==> config.mk <==
export PLATFORM = sky130hd
export DESIGN_NAME = rf_wb_arbiter
export DESIGN_NICKNAME = d
export VERILOG_FILES = /design/src/rtl/rf_wb_arbiter.sv
export SDC_FILE = /design/constraint.sdc
export NUM_CORES = 1
export LEC_CHECK = 0
export BUFFER_PORTS_ARGS = -buffer_cell sky130_fd_sc_hd__buf_2
export CORE_UTILIZATION = 47
export DETAILED_ROUTE_END_ITERATION = 10
export HOLD_SLACK_MARGIN = 0.05
export PLACE_DENSITY = 0.82
export REMOVE_ABC_BUFFERS = 1
export SYNTH_ARGS = -nofsm -noshare
export SYNTH_HDL_FRONTEND = slang
export SYNTH_SLANG_ARGS = --single-unit
==> constraint.sdc <==
create_clock -name clk -period 3 [get_ports clk]
set_input_delay 0 -clock clk [delete_from_list [all_inputs] [get_ports clk]]
set_output_delay 0 -clock clk [all_outputs]
set_load 0.01 [all_outputs]
==> src/rtl/rf_wb_arbiter.sv <==
// rtl/rf_wb_arbiter.sv - round-robin writeback arbiter for one register-file write port (optional WB_CONFLICT_CNT_EN)
module rf_wb_arbiter #(
  parameter int DATA_W = 32,
  parameter int ADDR_W = 5
) (
  input  logic                     clk,
  input  logic                     rst_n,
  input  logic                     stall,
  input  logic                     a_valid,
  output logic                     a_ready,
  input  logic [ADDR_W-1:0]        a_rd,
  input  logic [DATA_W-1:0]        a_data,
  input  logic                     b_valid,
  output logic                     b_ready,
  input  logic [ADDR_W-1:0]        b_rd,
  input  logic [DATA_W-1:0]        b_data,
  output logic                     rf_we,
  output logic [ADDR_W-1:0]        rf_wR,
  output logic [DATA_W-1:0]        rf_wD,
  output logic [(1<<ADDR_W)-1:0]   pend
`ifdef WB_CONFLICT_CNT_EN
  ,
  output logic [15:0]              conflict_cnt
`endif
);

  typedef enum logic {PRIO_A = 1'b0, PRIO_B = 1'b1} state_e;

  state_e                    state_q, state_d;
  logic                      grant_a, grant_b, granted, both_valid;
  logic [ADDR_W-1:0]         sel_rd;
  logic [DATA_W-1:0]         sel_data;
  logic                      rf_we_q, rf_we_d;
  logic [ADDR_W-1:0]         rf_wr_q, rf_wr_d;
  logic [DATA_W-1:0]         rf_wd_q, rf_wd_d;
  logic [(1<<ADDR_W)-1:0]    pend_q, pend_d;

  assign both_valid = a_valid & b_valid;

  // Grant selection and round-robin priority update; nothing is granted in reset or stall
  always_comb begin
    grant_a = 1'b0;
    grant_b = 1'b0;
    state_d = state_q;
    if (rst_n && !stall) begin
      if (both_valid) begin
        if (state_q == PRIO_A) begin
          grant_a = 1'b1;
          state_d = PRIO_B;
        end else begin
          grant_b = 1'b1;
          state_d = PRIO_A;
        end
      end else if (a_valid) begin
        grant_a = 1'b1;
      end else if (b_valid) begin
        grant_b = 1'b1;
      end
    end
  end

  assign granted = grant_a | grant_b;
  assign a_ready = grant_a;
  assign b_ready = grant_b;

  // Capture the granted write; register 0 is accepted but never written or marked pending
  always_comb begin
    sel_rd   = grant_a ? a_rd   : b_rd;
    sel_data = grant_a ? a_data : b_data;
    rf_we_d  = granted && (sel_rd != '0);
    rf_wr_d  = rf_wr_q;
    rf_wd_d  = rf_wd_q;
    pend_d   = '0;
    if (granted) begin
      rf_wr_d = sel_rd;
      rf_wd_d = sel_data;
    end
    if (rf_we_d) begin
      pend_d[sel_rd] = 1'b1;
    end
  end

  // State and write-port registers, cleared immediately by reset so a pending write is dropped
  always_ff @(posedge clk or negedge rst_n) begin
    if (!rst_n) begin
      state_q <= PRIO_A;
      rf_we_q <= 1'b0;
      rf_wr_q <= '0;
      rf_wd_q <= '0;
      pend_q  <= '0;
    end else begin
      state_q <= state_d;
      rf_we_q <= rf_we_d;
      rf_wr_q <= rf_wr_d;
      rf_wd_q <= rf_wd_d;
      pend_q  <= pend_d;
    end
  end

  assign rf_we = rf_we_q;
  assign rf_wR = rf_wr_q;
  assign rf_wD = rf_wd_q;
  assign pend  = pend_q;

`ifdef WB_CONFLICT_CNT_EN
  logic [15:0] conflict_cnt_q, conflict_cnt_d;

  // Saturating count of cycles where both requesters competed for the port
  always_comb begin
    conflict_cnt_d = conflict_cnt_q;
    if (both_valid && !stall && (conflict_cnt_q != 16'hFFFF)) begin
      conflict_cnt_d = conflict_cnt_q + 16'd1;
    end
  end

  // Conflict counter register
  always_ff @(posedge clk or negedge rst_n) begin
    if (!rst_n) begin
      conflict_cnt_q <= '0;
    end else begin
      conflict_cnt_q <= conflict_cnt_d;
    end
  end

  assign conflict_cnt = conflict_cnt_q;
`endif

endmodule

==> impl_results.md <==
- RSZ-0062 raised after global routing: no
- Peak VDD IR: 370.9 uV
- Final Max Slew Viols: 0
- Worst skew pair latency: 0.36 ns
- Worst-Margin Slew: 1.095 ns
- DR pass1 iterations: 5
- CP bufs+invs: 3
- Worst endpoint data arrival time: 2.93 ns
- Antenna violations before repair: 0
- Post-route insts no fill: 669
- CP max-delay cell: and3b_2
- WS Path Type: input pin to flop
- GP Congestion: 0.8234
- Total GRT Usage: 0.3116
- Clock Path Buffers: 2
- Area grow syn2layout: 44.08%
- Detail Placement HPWL: 7.134 mm
- Count of different cell masters after synthesis: 32
- Average wire per standard cell: 19.34 um
- # setup viols final: 0
- P_leak: 2.614 nW
- Global-route wire length before repair: 20.28 mm
- Max-cap viol count: 0
- CP required: 3.24 ns
- Netlist Area Pre-Place: 3786 um^2
- DRC Markers: 0
- Slew HR: 0.2698
- Final wirelength: 12.94 mm
- Vias: 4160
- N_diodes: 0
- Htree depth: 3
- #FFs+latches synth: 71
- Crit Path Max Fanout: 43
- Clock transition at path regs: 0.07 ns
- Yosys warns: 0
- Initial core utilization: 0.4874
- Iter 0 DRT Violations: 661
- Row cnt: 32
- Fill count: 552
- Most Frequent Cell on Critical Path: dlygate4sd3_1
- Final Hold Viols: 0
- Worst Slack Setup Final: 0.3088 ns
- Setup Skew: 0.006381 ns
- Slowest stage delay, CP: 0.74 ns
- Pwr dens: 524.5 nW/um^2
- Largest net degree at the start of global routing: 74
- IO Port Bufs: 150
- Top_reg_cell synth: dfrtp_1
- Final net count: 641
- Number of CTS-inserted buffers: 9
- CTS tree: built
- Min Tclk post-route: 2.691 ns
- Core area: 7767 um^2
- Root buffer cell: clkbuf_8
- Number of synthesized flops with an enable pin: 0
- Die area: 8418 um^2
- Fmax achieved: 0.3716 GHz
- Die Span X: 91.75 um
- Number of setup buffers added after CTS: 0
- Placed insts: 579
- Delay-heaviest family, CP: buffers and inverters
- Leading cell type in the layout, fill and taps excluded: buf_2
- Die Height: 91.75 um
- Ports: 151
- Fraction of layout cells with a size suffix above 1: 0.3157
- Synth Area per Inst: 10.23 um^2
- Pre-CTS WS: 0.8827 ns
- Vias in the first global route: 4055
- Vias per cell: 6.218
- Final Cycle Share: 0.8971
- Commonest cells after routing, fill and taps aside: buf_2 (149), dlygate4sd3_1 (74), dfrtp_1 (71)
- Asr flop ratio synth: 1.000
- Clock Sinks: 71
- Setup_tns: 0 ns
- Seq/Total Area, Yosys: 0.4693
- Worst-path cell chain: dlygate4sd3_1 -> buf_2 -> and3b_2 -> nand2_4 -> a311o_1 -> dlygate4sd3_1
- Cell count after synthesis: 370
- Status: finished, final reports clean
- Crit path capture type: flop
- Hold Path Class: input pin to flop
- Startpoint types: input pin
- Grt ovf: 0
- Routed Antenna Nets: 0
==> routing by layer <==
metal  routed length [um]  share of wire  global-route usage
met4                  693          0.054              0.1940
met3                 1041          0.080             0.05887
met2                 6149           0.48              0.4868
met1                 5054           0.39              0.4000
met5                    0              0                   0
==> cells in the mapped netlist (2+ instances only) <==
library cell,number,share of area
dfrtp_1,71,0.47
and3_1,39,0.064
a311o_1,37,0.098
o21a_1,37,0.073
a21oi_1,31,0.041
o211ai_1,31,0.061
nand4_1,29,0.048
clkbuf_1,25,0.025
buf_2,15,0.020
and3b_1,8,0.019
nor3b_1,7,0.014
nor2b_1,6,0.0099
buf_1,4,0.0040
and2_1,3,0.0050
buf_6,3,0.0089
nand4b_1,3,0.0069
nor2_1,3,0.0030
clkbuf_2,2,0.0026
nand2_2,2,0.0033
nor3_1,2,0.0026
==> worst register-to-register path, cell delays in order, from the launching register on <==
cell           delay, ns
dfrtp_1             0.42
nand2_2             0.10
buf_4               0.32
and3_1              0.29
a311o_1             0.35
dlygate4sd3_1       0.57
==> cell type report <==
cell class	instances	area, um^2	share of cell area
clock buffers	10	137.6	0.02523
clock inverters	6	83.83	0.01537
inverters	1	3.754	0.0006881
multi-input cells	248	1779	0.3261
flip-flops and latches	71	1777	0.3257
well taps	102	127.6	0.02339
repair buffers	231	1546	0.2835
==> cell families after synthesis <==
logic type / Yosys count / synth area share
and+or+nand+nor: 108 / 0.1857
other: 1 / 0.0009905
buffers and inverters: 51 / 0.06312
DFF: 71 / 0.4693
AOI/OAI and AO/OA: 138 / 0.2786
xor gates and xnor gates: 1 / 0.002314
==> final timing paths <==
kind	start	to	slack, ns	cells after the start
max reg2reg	state_q	rf_wD[6]	0.84	5
max in group asynchronous	rst_n	pend[24]	1.99	3
min	a_rd[0]	pend[16]	0.07	4
max	stall	rf_wD[27]	0.31	6
min in group asynchronous	rst_n	pend[28]	0.43	3
min reg2reg	state_q	state_q	0.55	1
==> sequential cells by signal, indices dropped and copies added, names as in the netlist <==
| register | flops |
|---|---|
| rf_we | 1 |
| pend | 32 |
| state_q | 1 |
| rf_wR | 5 |
| rf_wD | 32 |
==> where the power goes <==
part	total, mW	switching (mW)	internal (mW)	leakage, nW
sequential	1.13	0.0666	1.07	0.911
clock	0.852	0.364	0.487	0.116
combinational	0.875	0.451	0.423	1.59
total	2.86	0.882	1.98	2.61
==> stage by stage <==
stage / hold WS (ns) / util / cell area [um^2] / total power, mW
3_3_place_gp: 0.2437 / 0.5778 / 4488 / 1.793
2_1_floorplan: -0.2956 / - / 3551 / 1.517
3_5_place_dp: 0.2475 / 0.5778 / 4488 / 1.822
5_1_grt: 0.09502 / 0.7023 / 5455 / 2.974
6_report: 0.06835 / 0.7023 / 5455 / 2.861
4_1_cts: 0.05356 / 0.7017 / 5450 / 2.821
==> what timing repair did <==
| item | CTS | global route |
|---|---|---|
| resized for setup | 0 | 1 |
| setup endpoints to repair | 0 | 13 |
| hold endpoints to repair | 111 | 0 |
| hold buffers | 74 | 0 |
(Power assumes the default switching activity.)
